<file path="config.mk">
export PLATFORM = sky130hd
export DESIGN_NAME = inst_fetch_queue
export DESIGN_NICKNAME = d
export VERILOG_FILES = /design/src/rtl/inst_fetch_queue.sv
export SDC_FILE = /design/constraint.sdc
export NUM_CORES = 1
export LEC_CHECK = 0
export CORE_UTILIZATION = 54
export CTS_CLUSTER_SIZE = 20
export DETAILED_ROUTE_END_ITERATION = 6
export PLACE_DENSITY = 0.79
export SETUP_SLACK_MARGIN = 0.4
export SYNTH_ARGS = -nofsm -noshare
export SYNTH_HDL_FRONTEND = slang
export SYNTH_SLANG_ARGS = --single-unit
</file>
<file path="constraint.sdc">
create_clock -name Clk -period 4.45 [get_ports Clk]
set_clock_uncertainty 0.2 [all_clocks]
set_input_delay 1.1125 -clock Clk [delete_from_list [all_inputs] [get_ports Clk]]
set_output_delay 1.1125 -clock Clk [all_outputs]
set_load 0.01 [all_outputs]
</file>
<file path="src/rtl/inst_fetch_queue.sv">
// Instruction fetch queue: issues PC-ordered I-cache reads into a circular FIFO and presents the head
// instruction to the decoder. A jump at dispatch or a CDB mispredict redirects the PC and flushes the queue.
module inst_fetch_queue #(
   parameter int          DEPTH    = 4,
   parameter int          PTR_W    = 2,
   parameter logic [31:0] RESET_PC = 32'h0000_0000
) (
   input  logic        Clk,
   input  logic        Resetb,
   output logic        Icache_Rd,
   output logic [31:0] Icache_Addr,
   input  logic [31:0] Icache_Data,
   input  logic        Icache_Valid,
   output logic [31:0] Ifq_Inst,
   output logic [31:0] Ifq_Pc_Plus4,
   output logic        Ifq_Empty,
   input  logic        Dispatch_Ren,
   input  logic        Dispatch_Jmp,
   input  logic [31:0] Dispatch_Jmp_Addr,
   input  logic        Cdb_Flush,
   input  logic [31:0] Cdb_Branch_Addr
);

   localparam int CNT_W = PTR_W + 1;
   localparam logic [CNT_W:0] DEPTH_V = (CNT_W + 1)'(DEPTH);

   logic [31:0]      pc;
   logic [31:0]      req_addr;
   logic [PTR_W-1:0] rd_ptr;
   logic [PTR_W-1:0] wr_ptr;
   logic [CNT_W-1:0] count;
   logic             inflight;
   logic             drop;

   logic [31:0] inst_mem [DEPTH];
   logic [31:0] pc4_mem  [DEPTH];

   logic             empty;
   logic             pop;
   logic             jmp_take;
   logic             redirect;
   logic             wr_en;
   logic [CNT_W:0]   occupancy;

   // A request reserves its slot up front, so occupancy counts the in-flight word too.
   assign empty     = (count == '0);
   assign pop       = Dispatch_Ren & ~empty;
   assign jmp_take  = Dispatch_Jmp & pop & ~Cdb_Flush;
   assign redirect  = Cdb_Flush | jmp_take;
   assign occupancy = {1'b0, count} + {{CNT_W{1'b0}}, inflight};
   assign wr_en     = Icache_Valid & inflight & ~drop & ~redirect;

   assign Icache_Rd    = Resetb & (occupancy < DEPTH_V) & ~Cdb_Flush & ~Dispatch_Jmp;
   assign Icache_Addr  = pc;
   assign Ifq_Empty    = empty;
   assign Ifq_Inst     = empty ? 32'h0 : inst_mem[rd_ptr];
   assign Ifq_Pc_Plus4 = empty ? 32'h0 : pc4_mem[rd_ptr];

   always_ff @(posedge Clk) begin
      if (!Resetb) begin
         pc       <= RESET_PC;
         rd_ptr   <= '0;
         wr_ptr   <= '0;
         count    <= '0;
         inflight <= 1'b0;
         drop     <= 1'b0;
      end else if (redirect) begin
         pc       <= Cdb_Flush ? Cdb_Branch_Addr : Dispatch_Jmp_Addr;
         rd_ptr   <= '0;
         wr_ptr   <= '0;
         count    <= '0;
         inflight <= 1'b0;
         // A return landing this cycle is already killed via wr_en; only a later one needs dropping.
         drop     <= inflight & ~Icache_Valid;
      end else begin
         inflight <= Icache_Rd;
         if (Icache_Rd)
            pc <= pc + 32'd4;
         if (Icache_Valid)
            drop <= 1'b0;
         if (wr_en)
            wr_ptr <= wr_ptr + PTR_W'(1);
         if (pop)
            rd_ptr <= rd_ptr + PTR_W'(1);
         case ({wr_en, pop})
            2'b10:   count <= count + CNT_W'(1);
            2'b01:   count <= count - CNT_W'(1);
            default: count <= count;
         endcase
      end
   end

   always_ff @(posedge Clk) begin
      if (Resetb && wr_en) begin
         inst_mem[wr_ptr] <= Icache_Data;
         pc4_mem[wr_ptr]  <= req_addr + 32'd4;
      end
      if (Icache_Rd)
         req_addr <= pc;
   end

endmodule

</file>
==> metrics.md, run 1 <==
| Metric | Value |
|---|---|
| Status | `finished clean` |
| Max-cap violations | `0` |
| GRT Total Usage | `about 23%` |
| Max Transition Viols Final | `0` |
| Num CTS Buffers | `31` |
| Critical Path Source Type | `input pin` |
| Flip-flop and latch count after synthesis | `around 330` |
| TritonCTS clock tree | `done` |
| DRT Pass-1 Iters | `5` |
| Critical Path Most Common Cell | `clkdlybuf4s50_1` |
| Primary FF master, synth | `edfxtp_1` |
| Top post-synthesis cells by area | `edfxtp_1, mux4_2, dfxtp_1, nor2b_1, xnor2_1` |
| Max clock buf depth | `3` |
| Setup slack after layout | `around 500 ps` |
| Largest net degree at the start of global routing | `67` |
| # setup viols final | `0` |
| Synth Cell Area | `between 10000 and 15000 µm²` |
| Clock network power share | `40.8%` |
| Die W | `roughly 160 µm` |
| CTS clock-pin slew for the worst setup and hold paths | `~60 ps` |
| Final nets | `roughly 1200` |
| Wire per inst | `approximately 21 µm` |
| Hold Violations, Final | `0` |
| DP HPWL | `about 19000 µm` |
| Root buf cell | `clkbuf_16` |
| R2R Path Start | `count[2]$_SDFFE_PP0P_` |
| First DRT Iteration DRCs | `607` |
| IO Port Bufs | `between 150 and 200` |
| DRC viols | `0` |
| Syn nets | `952` |
| Vias | `8155` |
| Netlist cell types | `between 50 and 60` |
| Worst hold slack | `291 ps` |
| Max Clk Rate | `253 MHz` |
| CP endpoint kind | `output pin` |
| Post-Place Setup Slack | `312 ps` |
| Clock latency on the worst-skew pair | `about 540 ps` |
| Die footprint | `between 20000 and 30000 µm²` |
| Seq pwr share | `a little over half` |
| Worst path cell trace | `clkdlybuf4s50_1, nor4b_4, nand2_2, inv_1, clkdlybuf4s50_1` |
| Int Power | `a little over 5 mW` |
| Initial Utilization | `a little over half` |
| Setup TNS | `0 ps` |
| Required @ worst endpoint | `3140 ps` |
| Area delta synth->final | `26.0%` |
| # fillers | `about 1700` |
| Cells after synthesis | `roughly 840` |
| NetSw | `about 1.2 mW` |
| Congestion Overflow GR | `0` |
| Post-route ant nets | `0` |
| Static Leak | `5.48 nW` |
| Initial antenna violation count | `0` |
| Row count | `58` |
| Top cell type's share of synthesized area | `a little over three fifths` |
| Pwr dens | `363 nW/µm²` |
| IO Count | `200` |
| Seq/Total Area, Yosys | `69.1%` |
| Antenna Cells | `0` |
| Crit. Startpoint | `Resetb` |
| Final min period | `slightly below 4000 ps` |
| VDD IR-drop max | `approximately 250 µV` |
| RSZ-0062 raised after global routing | `false` |
| Post-synth ARST share | `0%` |
| Hold Startpoint | `Icache_Addr[1]$_SDFFE_PN0P_` |
| Buf/Inv on CP | `3` |
| Core ar. | `25100 µm²` |
| Critical Path Max Stage Delay | `540 ps` |
| Clock sinks | `approximately 330` |
| Largest area contributor in the netlist | `edfxtp_1` |
| CTS Hold Bufs | `0` |
| Die Ht | `between 150 and 200 µm` |
| Crit path max fanout | `2` |
| Layout cells sized above 1 | `around 14%` |
| DR vias/cell | `just under 6` |
| Hold Crit Class | `register to register` |
| Logic pwr share | `about 4.6%` |
| Worst EP arrival | `between 2000 and 3000 ps` |
| Post-synth EDFFs | `approximately 290` |
| Setup CP Type | `input pin to output pin` |
| Routed wire length | `slightly below 30000 µm` |
| Crit path max-delay cell type | `clkdlybuf4s50_1` |
| Gp weighted congestion | `slightly above 0.9` |
| Syn_area_per_cell | `roughly 16 µm²` |
| # H-tree levels | `1` |
| Slew headroom | `around 37%` |
| Syn. warnings | `0` |
| Top delay family on crit path | `buffers and inverters` |
| First-pass GRT wire length | `45500 µm` |
| Commonest cells post-synth | `edfxtp_1, nor2b_1, mux4_2` |
| Vias in the first global route | `slightly above 8000` |
| Most common cell in the netlist | `edfxtp_1` |
| Least-Margin Pin Slew | `941 ps` |
| Fin crit share | `just under 90%` |
| Switch share | `about a fifth` |
routing by layer:
layer	vias to the layer above	wire (µm)	track usage, %	part of all wire, %
met1	3958	12400	32.4	43
met5	-	0	0	0
met4	0	932	8.15	3.2
met2	414	13400	36.1	46
met3	60	2250	3.65	7.8
li1	3723	-	-	-
power groups by stage:
| stage | Sequential [mW] | Combinational [mW] | Clock, mW |
|---|---|---|---|
| floorplan | 3.49 | 0.0989 | 0 |
| global placement | 3.50 | 0.281 | 0 |
| detailed placement | 3.50 | 0.286 | 0 |
| CTS | 3.43 | 0.288 | 2.60 |
| global route | 3.44 | 0.311 | 2.72 |
| finish | 3.43 | 0.289 | 2.56 |
worst paths after layout:
kind                               end  slack, ps  cells after the start
max                          Icache_Rd        490                      5
max reg2reg  inst_mem[1][30]$_DFFE_PP_       1750                      6
min reg2reg      req_addr[1]$_DFFE_PP_        290                      0
min              req_addr[1]$_DFFE_PP_        290                      0
stage by stage:
stage / std cells / instance area [µm²] / total power, mW / utilization [%]
3_5_place_dp: 1351 / 16300 / 3.78 / 64.9
2_1_floorplan: 842 / 13800 / 3.59 / -
3_3_place_gp: 1351 / 16300 / 3.78 / 64.9
5_1_grt: 1410 / 17300 / 6.47 / 69.0
4_1_cts: 1409 / 17300 / 6.32 / 69.0
6_report: 1410 / 17300 / 6.29 / 69.0
cell usage in the layout, fill, tap and decap left out, types with 3 or more instances in the layout:
master and n:
edfxtp_1 288, clkdlybuf4s50_1 198, nor2b_1 70, mux4_2 64, nand2_1 42, dfxtp_1 41
clkbuf_16 33, nor2_1 28, xnor2_1 28, nand3_1 20, xor2_1 19, a21oi_1 19
nor3_1 18, o21ai_0 17, inv_1 16, a211oi_1 14, nand4_1 12, clkbuf_1 12
buf_12 11, and4_1 10, buf_4 10, a22oi_1 9, and2_1 8, and3_1 7
ha_1 7, nor4_1 6, clkbuf_8 6, mux2i_1 5, and2_2 4, mux2_2 4
a222oi_1 3, o22ai_1 3, a31oi_1 3, o31a_1 3, clkinv_2 3
state kept, by name, indices dropped and copies added, names as in the netlist, named ones only:
name and cells:
Icache_Addr 32, count 3, drop 1, inflight 1, inst_mem 128, pc4_mem 128
rd_ptr 2, req_addr 32, wr_ptr 2
cell type report:
class / instances / area, µm² / share of cell area, %
multi-input cells: 455 / 4020 / 23.2
clock inverters: 6 / 55.1 / 0.318
repair buffers: 221 / 2300 / 13.3
clock buffers: 51 / 953 / 5.50
flip-flops and latches: 331 / 9510 / 54.9
inverters: 16 / 60.1 / 0.347
well taps: 330 / 413 / 2.38
cell families (layout without fill, tap and decap cells):
logic type,after synthesis,count (layout),synth area share (%)
flip-flops,331,331,69.1
buffers and inverters,56,294,1.68
AND/OR/NAND/NOR,238,238,9.75
adder cells (fa/ha/maj),8,8,0.782
XOR/XNOR,47,47,2.99
AO/OA/AOI/OAI,89,89,4.47
multiplexers,73,73,11.2
what timing repair did:
action | CTS | global route
gates resized for setup | 1 | 1
buffers inserted | 1 | 1
endpoints found under the setup margin | 12 | 1
pin swaps | 1 | 1
gates cloned | 0 | 0
Power figures use the tool's default switching activity.
==> run 2, diff against run 1 <==
Settings changed: CTS_CLUSTER_SIZE 20 to 14.
==> run 2 against run 1 <==
Net effect: flip-flop and latch count unchanged; clock-buffer cell count decreased by 5; clock power increased by 3%; final cell count about the same; sequential power about the same; setup slack got worse by 43 ps; via count decreased by 0.20%; non-clock buffer count unchanged; combinational power about the same; hold slack improved by 4.0 ps; routed wire length decreased by 0.14%; critical endpoint unchanged; largest cell class unchanged; largest power group unchanged; highest routed layer unchanged.
==> metrics.md, run 2 (same netlist as run 1, synthesis figures left out) <==
| Metric | Value |
|---|---|
| Status | `finished clean` |
| Setup TNS | `0 ps (unchanged)` |
| Max clock buf depth | `3 (unchanged)` |
| Gp weighted congestion | `0.927 (unchanged)` |
| Commonest non-fill, non-tap cell in the layout | `edfxtp_1` |
| Num CTS Buffers | `31 (unchanged)` |
| Vias | `8139 (-0.20%)` |
| Setup slack after layout | `449 ps (-43.3 ps)` |
| Static Leak | `5.49 nW (+0.17%)` |
| IO Count | `200 (unchanged)` |
| Die Ht | `162 µm (unchanged)` |
| VDD IR-drop max | `301 µV (+22%)` |
| Hold Violations, Final | `0 (unchanged)` |
| Post-DP Area | `16300 µm² (unchanged)` |
| Path depth of the worst reg2reg path | `6 (unchanged)` |
| Required @ worst endpoint | `3140 ps (about the same)` |
| Initial antenna violation count | `0 (unchanged)` |
| Post-route ant nets | `0 (unchanged)` |
| Clock latency on the worst-skew pair | `560 ps (+20 ps)` |
| Root buf cell | `clkbuf_16` |
| DR vias/cell | `5.77 (-0.27%)` |
| # fillers | `1715 (+1.2%)` |
| Worst Hold Path Cells | `0 (unchanged)` |
| CP endpoint kind | `output pin` |
| Final min period | `4000 ps (+43.3 ps)` |
| Row count | `58 (unchanged)` |
| Final nets | `1166 (unchanged)` |
| Pwr dens | `366 nW/µm² (+0.92%)` |
| # H-tree levels | `1 (unchanged)` |
| CTS Hold Bufs | `0 (unchanged)` |
| IO Port Bufs | `199 (unchanged)` |
| Least-Margin Pin Slew | `973 ps (+32.5 ps)` |
| Max Transition Viols Final | `0 (unchanged)` |
| Die footprint | `26100 µm² (unchanged)` |
| Clock sinks | `331 (unchanged)` |
| DRT Pass-1 Iters | `5 (unchanged)` |
| DP HPWL | `19000 µm (unchanged)` |
| Post-layout util | `69.1% (+0.095 points)` |
| RSZ-0062 raised after global routing | `false` |
| Post-Place Setup Slack | `312 ps (unchanged)` |
| Crit path max fanout | `3 (+1)` |
| Area delta synth->final | `26.1%` |
| DRC viols | `0 (unchanged)` |
| GRT Total Usage | `22.8% (+0.033 points)` |
| First-pass GRT wire length | `45500 µm (about the same)` |
| Commonest non-fill, non-tap cells in the layout | `edfxtp_1, clkdlybuf4s50_1, nor2b_1, mux4_2, nand2_1` |
| Initial Utilization | `54.8% (unchanged)` |
| # setup viols final | `0 (unchanged)` |
| Regs by FF count | `inst_mem (128), pc4_mem (128)` |
| First DRT Iteration DRCs | `567 (-6.6%)` |
| Routed wire length | `28900 µm (-0.14%)` |
| Setup CP Type | `input pin to output pin` |
| Worst EP arrival | `2690 ps (+50 ps)` |
| Layout cells sized above 1 | `14.2% (+0.36 points)` |
| Die W | `162 µm (unchanged)` |
| Post-route cell area | `17300 µm² (+0.14%)` |
| TritonCTS clock tree | `done` |
| CTS clock-pin slew for the worst setup and hold paths | `60 ps (about the same)` |
| Max Clk Rate | `250 MHz (-1.1%)` |
| Congestion Overflow GR | `0 (unchanged)` |
| Vias in the first global route | `8168 (+0.17%)` |
| Slew headroom | `34.5% (-2.2 points)` |
| Critical Path Source Type | `input pin` |
| Max-cap violations | `0 (unchanged)` |
| Largest net degree at the start of global routing | `67 (unchanged)` |
| Core ar. | `25100 µm² (unchanged)` |
| Hold Crit Class | `register to register` |
| Antenna Cells | `0 (unchanged)` |
| Wire per inst | `20.5 µm (-0.21%)` |
| Fin crit share | `89.9% (+0.97 points)` |
## run 2: changes by cell type in the layout (fill, tap and decap cells not counted), sizes merged
cell           delta
clkinv            +2
clkdlybuf4s50     +1
bufinv            +2
inv               +2
clkbuf            -5
dlymetal6s2s      -1
## run 2: repair_timing
item / CTS / global route
pin swaps: 0 / 1
gates resized for setup: 1 / 0
setup buffers: 1 / 1
endpoints found under the setup margin: 13 / 1
## run 2: metrics by stage
stage / cells / hold slack (ps) / total power, mW
2_1_floorplan: 842 / 259 / 3.59
3_3_place_gp: 1351 / 255 / 3.78
3_5_place_dp: 1351 / 279 / 3.78
4_1_cts: 1410 / 296 / 6.40
5_1_grt: 1411 / 325 / 6.54
6_report: 1411 / 294 / 6.35
## run 2: final cells by class
type | count | area, µm² | share of cell area (%)
Multi-Input combinational cell | 455 | 4020 | 23.2
Timing Repair Buffer | 221 | 2300 | 13.3
Sequential cell | 331 | 9510 | 54.8
Clock inverter | 12 | 141 | 0.815
Inverter | 16 | 60.1 | 0.346
Tap cell | 330 | 413 | 2.38
Clock buffer | 46 | 893 | 5.15
## run 2: critical path: stages
cell and delay (ps):
clkdlybuf4s50_1 500, nor4b_4 310, nand2_2 130, inv_1 100, clkdlybuf4s50_1 540
## run 2: path summary, 6_finish.rpt
kind	end	slack, ps	from
setup reg to reg	inst_mem[1][30]$_DFFE_PP_	1730	count[2]$_SDFFE_PP0P_
hold / removal	req_addr[1]$_DFFE_PP_	290	Icache_Addr[1]$_SDFFE_PN0P_
hold reg to reg	req_addr[1]$_DFFE_PP_	290	Icache_Addr[1]$_SDFFE_PN0P_
setup / recovery	Icache_Rd	450	Dispatch_Jmp
## run 2: where the power goes
part,switching [mW],total (mW),internal [mW],leakage (nW)
clock network,1.07,2.63,1.56,0.514
logic,0.125,0.289,0.164,2.00
registers,0.0411,3.43,3.39,2.97
total,1.23,6.35,5.12,5.49
## run 2: routing by layer
metal | vias up | global-route usage (%) | wire length (µm)
met4 | 0 | 8.79 | 930
li1 | 3725 | - | -
met3 | 52 | 3.67 | 2050
met1 | 3955 | 31.8 | 12300
met2 | 407 | 36.5 | 13600
met5 | - | 0 | 0
